File: config.mk
export PLATFORM = sky130hd
export DESIGN_NAME = pwm_multi_duty
export DESIGN_NICKNAME = d
export VERILOG_FILES = /design/src/rtl/pwm_multi_duty.sv
export SDC_FILE = /design/constraint.sdc
export NUM_CORES = 1
export LEC_CHECK = 0
export ABC_AREA = 0
export CORE_ASPECT_RATIO = 0.5
export CORE_MARGIN = 1.5
export CORE_UTILIZATION = 35
export DETAILED_ROUTE_END_ITERATION = 6
export GPL_TIMING_DRIVEN = 0
export PLACE_DENSITY = 0.6
export SYNTH_ARGS = -nofsm -noshare
export SYNTH_HDL_FRONTEND = slang
export SYNTH_SLANG_ARGS = --single-unit
File: constraint.sdc
create_clock -name clk -period 6.1 [get_ports clk]
set_input_delay 0.61 -clock clk [delete_from_list [all_inputs] [get_ports clk]]
set_output_delay 0.61 -clock clk [all_outputs]
set_load 0.02 [all_outputs]
File: src/rtl/pwm_multi_duty.sv
// Multi-channel PWM generator. All channels share one frame counter, and duty updates are double-buffered.
// The optional ramp behaviour is enabled with the PWM_FADE_EN macro: active duty steps by one per frame toward the target.
module pwm_multi_duty #(
  parameter int CHANNELS = 4,
  parameter int PERIOD   = 5000000,
  parameter int DUTY_MAX = 100,
  parameter int DUTY_W   = 7,
  parameter int CNT_W    = 23
) (
  input  logic                       clk,
  input  logic                       resetN,
  input  logic [CHANNELS-1:0]        enable,
  input  logic [CHANNELS*DUTY_W-1:0] dutyIn,
  input  logic [CHANNELS-1:0]        dutyLoad,
  output logic [CHANNELS-1:0]        pwmOut,
  output logic [CHANNELS-1:0]        pending,
  output logic                       frameStart
);

  localparam int                PROD_W = CNT_W + DUTY_W;
  localparam logic [CNT_W-1:0]  LAST   = CNT_W'(PERIOD - 1);
  localparam logic [CNT_W-1:0]  STEP   = CNT_W'(PERIOD / DUTY_MAX);
  localparam logic [DUTY_W-1:0] DMAX   = DUTY_W'(DUTY_MAX);

  logic [CNT_W-1:0] count;
  logic             boundary;
  logic             frame_start;

  assign boundary   = (count == LAST);
  assign frameStart = frame_start;

  always_ff @(posedge clk or negedge resetN) begin
    if (!resetN) begin
      count       <= '0;
      frame_start <= 1'b0;
    end else begin
      count       <= boundary ? '0 : count + 1'b1;
      frame_start <= boundary;
    end
  end

  for (genvar i = 0; i < CHANNELS; i++) begin : g_ch
    logic [DUTY_W-1:0] raw;
    logic [DUTY_W-1:0] clamped;
    logic [DUTY_W-1:0] shadow;
    logic [DUTY_W-1:0] active;
    logic [DUTY_W-1:0] step_next;
    logic [PROD_W-1:0] thr;
    logic              pend;
    logic              pwm;

    assign raw     = dutyIn[i*DUTY_W +: DUTY_W];
    assign clamped = (raw > DMAX) ? DMAX : raw;
    // Full-width product so large PERIOD values never wrap the threshold.
    assign thr     = PROD_W'(active) * PROD_W'(STEP);

`ifdef PWM_FADE_EN
    always_comb begin
      step_next = active;
      if (active < shadow)
        step_next = active + 1'b1;
      else if (active > shadow)
        step_next = active - 1'b1;
    end
`else
    assign step_next = shadow;
`endif

    always_ff @(posedge clk or negedge resetN) begin
      if (!resetN) begin
        shadow <= '0;
        active <= '0;
        pend   <= 1'b0;
        pwm    <= 1'b0;
      end else begin
        pwm <= enable[i] && (PROD_W'(count) < thr);
        if (boundary && pend) begin
          active <= step_next;
          if (step_next == shadow)
            pend <= 1'b0;
        end
        // A load on the boundary edge wins over the clear and is applied one frame later.
        if (dutyLoad[i]) begin
          shadow <= clamped;
          pend   <= 1'b1;
        end
      end
    end

    assign pending[i] = pend;
    assign pwmOut[i]  = pwm;
  end

endmodule

**Word-level counts from Yosys, hierarchy flattened**

Cells that the tools add are included.

- $lt $le $gt $ge: 8
- Multipliers: 4
- Equality and inequality tests: 1
- $add $sub $neg: 1
- Reduce and logical (&&, ||, !) cells: 12
- Mux-type cells: 13

Operator list:

| cell | count |
|---|---|
| $lt A23 B23 Y1 | 4 |
| $mul A7 B12 Y19 const B | 4 |
| $gt A7 B7 Y1 const B | 4 |
| $mux W7 | 4 |
| $add A23 B1 Y23 const B | 1 |
| $eq A23 B23 Y1 const B | 1 |
| $mux W23 | 1 |
| $logic_and A1 B1 Y1 | 8 |
| $mux W1 | 8 |
| $reduce_bool A2 Y1 | 4 |

- Register bits after elaboration: 88
- Bits of input ports: 38

**Depth between registers and ports, before layout**

- Word-level depth: 4
- Mapped depth: 21

**Least setup slack after synthesis**

Ideal clock, no wire load.

- Kind: flip-flop to flip-flop
- Start point: register g_ch[3].active[4]
- End point: register g_ch[3].pwm
- Required time: 6.012 ns
- Path slack: 1.684 ns
- Cell stages (with the launch flop): 20
- Arrival time: 4.328 ns
- Path through: dfrtp_1 > ha_1 > xor2_1 > ha_1 > fa_1 > ha_1 > ha_1 > or3_1 > o221ai_1 > nand2_1 > a2111oi_0 > nor3_1 > xnor2_1 > ha_1 > a21o_1 > a21oi_1 > o21ai_0 > a21oi_1 > o21ai_0 > a41oi_1

- Word-level cells in the longest chain between the ends: 3

RTL lines:

| item | RTL line | text |
|---|---|---|
| start: declaration | 46 | `logic [DUTY_W-1:0] active;` |
| start signal: assignment | 78 | `active <= step_next;` |
| $mul A7 B12 Y19 | 55 | `assign thr = PROD_W'(active) * PROD_W'(STEP);` |
| $lt A23 B23 Y1 | 76 | `pwm <= enable[i] && (PROD_W'(count) < thr);` |
| $logic_and A1 B1 Y1 | 76 |  |
| end signal: assignment | 76 |  |
| end: declaration | 50 | `logic pwm;` |

No other way between the ends.
A chain may end at the register's enable or synchronous reset.

**Final worst setup path**

Ends and elaborated chain as after synthesis.

==> impl_results.md <==
* Outcome: complete, no violations
* Critical-path cell list: ha_1 > xor2_1 > ha_1 > fa_1 > ha_1 > ha_1 > or3_1 > o221ai_1 > nand2_1 > a2111oi_0 > nor3_1 > xnor2_1 > ha_1 > a21o_1 > a21oi_1 > o21ai_0 > a21oi_1 > o21ai_0 > a41oi_1
* Post-Syn Nets at ~1400
* Crit-path max FO at 6
* Final wirelength at 22700 microns
* Cell count after placement at 1532
* Post-synth top cells: ha_1 (280), inv_1 (94), dfrtp_1 (88), o21ai_0 (65)
* Initial antenna violation count at 0
* CTS Root Cell: clkbuf_16
* Sequential Power Share at 0.507
* Reg2Reg Launch Point: g_ch[3].active[4]
* Clk_lat worst skew at 0.36 ns
* Worst slew pin tran at 0.633 ns
* DR top layer: met4
* Max Cap Violations at 0
* Final setup margin at 1.16 ns
* Share of the yosys chip area belonging to registers at 0.211
* Count leader, synth: ha_1
* Syn-to-layout area delta at 11.9%
* Post-DP HPWL at between 15000 and 20000 microns
* Max transition margin at 0.578
* DP Worst Slack at 1.14 ns
* # port buffers at 46
* Global-route usage over all layers at 0.155
* Final slew viol count at 0
* Met3 wire length at 582 microns
* DRC violations left at 0
* 1st-pass router iterations at 7
* Vias per Instance at 5.10
* Endpoints failing hold at 0
* Via Count at ~8000
* P_int at 920 uW
* Worst-path clk slew at roughly 0.07 ns
* Post-layout min period at 4.94 ns
* Post-synth top flop: dfrtp_1
* TritonCTS clock tree: built
* VDD IR max at 0.120 mV
* Most frequent CP cell: ha_1
* CTS Hold Bufs at 0
* Postcts setup bufs at 0
* RSZ-0062 raised after global routing: no
* Global-route wire length before repair at about 39000 microns
* Proportion of layout cells with a drive suffix above 1 at 0.0554
* Remaining global-route overflow at 0
* CP startpoint kind: register
* Die width at 247 microns
* Seq cells post-synth at slightly below 90
* Worst setup EP type: register
* Post-DRT Antenna Nets at 0
* Die Y at 125 microns
* Post-synthesis cell type count at 56
* Area share of the largest cell type after synthesis at 0.335
* R2R Path End: g_ch[3].pwm
* Yosys warns at 0
* Non-Filler Instances at 1547
* Die area at 31000 sq um
* Synthesized area per cell at approximately 9.6 sq um
* Clk pwr share at 0.431
* Final period util at 0.810
* Post-Syn Instances at 1094
* Fraction of registers with async set/reset at 1.00
* Post-place instance area at 11400 sq um
* Leading area contributor after synthesis: ha_1
* R2R cell count at 19
* Met2 wire length at 10300 microns
* Nets at about 1500
* Largest net degree at the start of global routing at 47
* Power Dens Cells at 103 nW/um^2
* Switching Share at 0.233
* Wire length per cell at approximately 15 microns
* Crit Path Category: reg -> reg
* Crit path required time at approximately 6.4 ns
* Clock Sink Count at 88
* Num rows at 44
* Skew final at 0.0101 ns
* Metal-1 WL at between 10000 and 15000 microns
* Post-CTS sizing at 0
* Arrival time at the worst endpoint at 5.23 ns
* Min-Delay Path Class: in -> async
* Iter 0 DRT Violations at 349
* Logic pwr share at 0.062
* Final setup fails at 0
* Slowest-stage cell, CP: dfrtp_1
* Num CTS Buffers at 9
* TNS Setup at 0 ns
* Top achievable clock speed at 0.202 GHz
* Cell Area, Synth at 10500 sq um
* Routability cong. at 0.818
* EDFF count, synth at 0
* Post-route design area at between 10000 and 15000 sq um
* Delay of the slowest critical-path stage at 0.46 ns
* H-tree depth at 3
* Initial Util at 0.358
* R2R Setup Slk at 1.16 ns
* Vias in the first global route at 7903
* Max clock buf depth at 2
* Final Core Density at 0.401
* Core ar. at 29200 sq um
* Leak pwr at 0.00651 uW
* P_sw at 279 uW
* Top cells by area, synth: ha_1 (34%), dfrtp_1 (21%), fa_1 (4.6%), xor2_1 (3.6%), inv_1 (3.4%)
* I/O pins at 47
[flip-flops by register name (all words and copies together) (netlist names)]
name / cells
g_ch.active: 28
g_ch.shadow: 28
count: 23
g_ch.pend: 4
g_ch.pwm: 4
frameStart: 1
[logic make-up after synthesis]
logic type,synth area share
AO/OA/AOI/OAI,0.150
XOR/XNOR,0.0687
adder cells (fa/ha/maj),0.381
buffers and inverters,0.0490
flip-flops,0.211
multiplexers,0.0254
AND/OR/NAND/NOR,0.115
[critical path: cells and delay by family, from the launching register on]
kind	cells	cell delay, ns
adders and majority gates	6	1.89
AOI/OAI and AO/OA	8	1.57
and+or+nand+nor	3	0.65
DFF	1	0.46
xor gates and xnor gates	2	0.30
[layout by cell type (no fill, tap or decap), types with 10 or more instances in the layout]
master,synthesis,layout
clkdlybuf4s50_1,0,45
nand2_1,54,54
ha_1,280,280
mux2_2,12,12
xor2_1,43,43
xnor2_1,39,39
nand3_1,19,19
inv_1,94,94
nor2_1,58,58
nand2b_1,15,15
nand4_1,20,20
nor3_1,10,10
dfrtp_1,88,88
fa_1,24,24
nor2b_1,12,12
a21oi_1,58,58
o21a_1,14,14
a21o_1,45,45
o21ai_0,65,65
[worst max path at each step]
stage                 startpoint                end  cells after the start
2_1_floorplan  g_ch[3].active[4]        g_ch[3].pwm                     19
3_3_place_gp              resetN  g_ch[3].active[6]                      1
3_5_place_dp   g_ch[2].active[1]        g_ch[2].pwm                     19
4_1_cts        g_ch[2].active[1]        g_ch[2].pwm                     19
5_1_grt        g_ch[3].active[4]        g_ch[3].pwm                     19
6_report       g_ch[3].active[4]        g_ch[3].pwm                     19
[cell type report]
class                      instances  area [sq um]
antenna                            1          2.50
buffer                            23           150
clock buffer                      11           243
clock inverter                     3          20.0
fill                            2807         17500
inverter                          95           362
multi-input combinational        888          7740
sequential                        88          2200
tap                              391           489
timing repair buffer              47           485
[through the flow]
| stage | total power [uW] | hold slack (ns) |
|---|---|---|
| 2_1_floorplan | 644 | 0.314 |
| 3_3_place_gp | 690 | 0.487 |
| 3_5_place_dp | 695 | 0.498 |
| 4_1_cts | 1220 | 0.277 |
| 5_1_grt | 1250 | 0.309 |
| 6_report | 1200 | 0.258 |
[power by group through the flow]
stage	clock (uW)	sequential, uW	combinational (uW)
6_report	517	608	73.8
3_3_place_gp	0	619	70.9
4_1_cts	534	609	75.7
3_5_place_dp	0	620	75.2
5_1_grt	555	610	84.9
2_1_floorplan	0	617	26.9
[metal layers]
layer	vias to the layer above	GRT usage
li1	4051	-
met2	89	0.253
met4	0	0.0485
met1	3723	0.211
met5	-	0
met3	26	0.0236
No activity file was read; power rests on OpenSTA's default activity.
==> patch (same flow settings) <==
Set the parameter `DUTY_W` to 9 (it was 7).
--- a/src/rtl/pwm_multi_duty.sv
+++ b/src/rtl/pwm_multi_duty.sv
@@ -5,5 +5,5 @@
   parameter int PERIOD   = 5000000,
   parameter int DUTY_MAX = 100,
-  parameter int DUTY_W   = 7,
+  parameter int DUTY_W   = 9,
   parameter int CNT_W    = 23
 ) (
Interface: changed (resized dutyIn); port bits go from 47 to 55. No check against the original RTL was run, so the function may have changed too.
==> patch against the original RTL <==
Area after synthesis is 18% higher. Critical endpoint is now g_ch[1].pwm$_DFF_PN0_. Design area is 18% higher. Via count up 12%. Non-clock buffer count increased by 4. Routed wire length is 11% higher. Total power grew 13%. Clock skew is 2.3 ps higher. Clock power increased by 13%. Cell count increased by 20%. Worst setup slack worse by 760 ps. Highest routed layer unchanged. Sequential cell count rose by 16. Sequential share of layout area hardly changed.
==> patch: results (changes against the original RTL) <==
STATUS
--------------------------------------------------------------------------------------
Status .................................................................. finished, final reports clean

CTS
--------------------------------------------------------------------------------------
Clock Latency Late Sink .................................................       380 ps   +20 ps
TritonCTS Buffers .......................................................            9   unchanged
Root buffer cell ........................................................ sky130_fd_sc_hd__clkbuf_16

PLACEMENT
--------------------------------------------------------------------------------------
Count of buffers inserted at the top-level ports ........................           54   +17%
Worst setup slack before clock tree synthesis ...........................       273 ps   -865 ps
Routability congestion estimate .........................................        0.833   +1.7%
Detail Placement HPWL ...................................................     21000 um   +13%

DRT
--------------------------------------------------------------------------------------
DR pass1 iterations .....................................................            4   -3
Iter 0 DRT Violations ...................................................          365   +4.6%
Avg WL per Cell .........................................................      13.6 um   -7.2%
Via count ...............................................................         8824   +12%

GRT
--------------------------------------------------------------------------------------
Total global-route track usage ..........................................        15.1%   -0.40 points
Pin count of the biggest net entering global routing ....................           55   +17%
First-pass GRT wire length ..............................................     43900 um   +13%
Via count of the first global-routing pass ..............................         8744   +11%

SYNTH
--------------------------------------------------------------------------------------
Net count of the mapped netlist .........................................         1720   +20%
Sequential cell area fraction in the yosys report .......................        21.0%   -0.026 points
Cell types with the largest area share after synthesis .................. sky130_fd_sc_hd__ha_1 30%, sky130_fd_sc_hd__dfrtp_1 21%, sky130_fd_sc_hd__fa_1 11%, sky130_fd_sc_hd__inv_1 6.5%, sky130_fd_sc_hd__o21ai_0 3.1%
Post-synth top cells .................................................... 293 x sky130_fd_sc_hd__ha_1, 215 x sky130_fd_sc_hd__inv_1, 104 x sky130_fd_sc_hd__dfrtp_1
Post-synth cell types ...................................................           57   +1.8%

CRITICAL PATH
--------------------------------------------------------------------------------------
Crit Path Max Fanout ....................................................            5   -1
Register-to-register setup slack ........................................       400 ps   -760 ps
Stage delay of the slowest cell on the critical path ....................       550 ps   +90 ps
Kind of cell with the highest combined delay on the critical path .......  adder cells
Data arrival at the endpoint of the critical path .......................      5960 ps   +730 ps
Path depth of the worst reg2reg path ....................................           21   +2
Worst reg2reg path startpoint ........................................... g_ch[1].active[1]$_DFFE_PN0P_
Reg2reg end ............................................................. g_ch[1].pwm$_DFF_PN0_
Library cell contributing the largest single delay on the critical path . sky130_fd_sc_hd__fa_1

POWER AND IR DROP
--------------------------------------------------------------------------------------
Static leakage ..........................................................   0.00749 uW   +15%
IR drop worst, VDD ......................................................     0.141 mV   +17%

FINISH
--------------------------------------------------------------------------------------
Registers with the most flip-flops ...................................... g_ch.active: 36 flops, g_ch.shadow: 36 flops, count: 23 flops
Share of final-layout standard cells stronger than drive strength 1 .....        4.77%   -0.77 points
Antenna Diode Count .....................................................            0   -1
Layout net count ........................................................         1786   +20%

STA
--------------------------------------------------------------------------------------
Max-Slew Margin vs Limit ................................................        49.0%   -8.8 points
Setup Skew ..............................................................      12.4 ps   +2.29 ps

## patch: layout make-up
| type | count | area [um^2] |
|---|---|---|
| flip-flops and latches | 104 | 2600 |
| clock buffers | 9 | 225 |
| well taps | 475 | 594 |
| repair buffers | 55 | 566 |
| multi-input cells | 975 | 8840 |
| inverters | 215 | 807 |
| clock inverters | 7 | 63.8 |
| plain buffers | 19 | 133 |
| fillers | 3507 | 20800 |
## patch: report_power, final
group	switching, uW	total, uW	internal (uW)
sequential	3.90	702	699
combinational	33.9	69.0	35.1
clock	298	584	286
## patch: per-layer routing
metal	track usage [%]	vias up	wire length, um
li1	-	4625	-
met1	21.9	4081	13400
met2	22.9	97	10700
met3	3.01	21	826
met4	3.62	0	381
met5	0	-	0
## patch: worst max path at each step
stage,startpoint,endpoint,slack [ps],depth (start not counted)
after floorplan,g_ch[1].active[1]$_DFFE_PN0P_,g_ch[1].pwm$_DFF_PN0_,1030,21
after global placement,resetN,g_ch[2].shadow[6]$_DFFE_PN0P_,150,1
after detailed placement,g_ch[1].active[1]$_DFFE_PN0P_,g_ch[1].pwm$_DFF_PN0_,270,21
after CTS,g_ch[1].active[1]$_DFFE_PN0P_,g_ch[1].pwm$_DFF_PN0_,210,21
after global routing,g_ch[1].active[3]$_DFFE_PN0P_,g_ch[1].pwm$_DFF_PN0_,5,19
final,g_ch[1].active[1]$_DFFE_PN0P_,g_ch[1].pwm$_DFF_PN0_,400,21
## patch: per-stage QoR
stage | instances | power (uW) | area [um^2] | hold WS [ps]
final | 1859 | 1360 | 13800 | 282
after global routing | 1859 | 1420 | 13800 | 334
after CTS | 1859 | 1390 | 13800 | 299
after detailed placement | 1843 | 787 | 13500 | 473
after global placement | 1842 | 785 | 13500 | 476
after floorplan | 1313 | 733 | 12400 | 314
## patch: kinds of logic (layout without fill, tap and decap cells)
logic type	after synthesis	in the layout	synth area share (%)
multiplexers	24	24	2.34
AND/OR/NAND/NOR	274	274	10.9
XOR/XNOR	75	75	5.31
AO/OA/AOI/OAI	241	241	12.2
flip-flops	104	104	21.0
adder cells (fa/ha/maj)	361	361	40.6
buffers and inverters	234	305	7.60
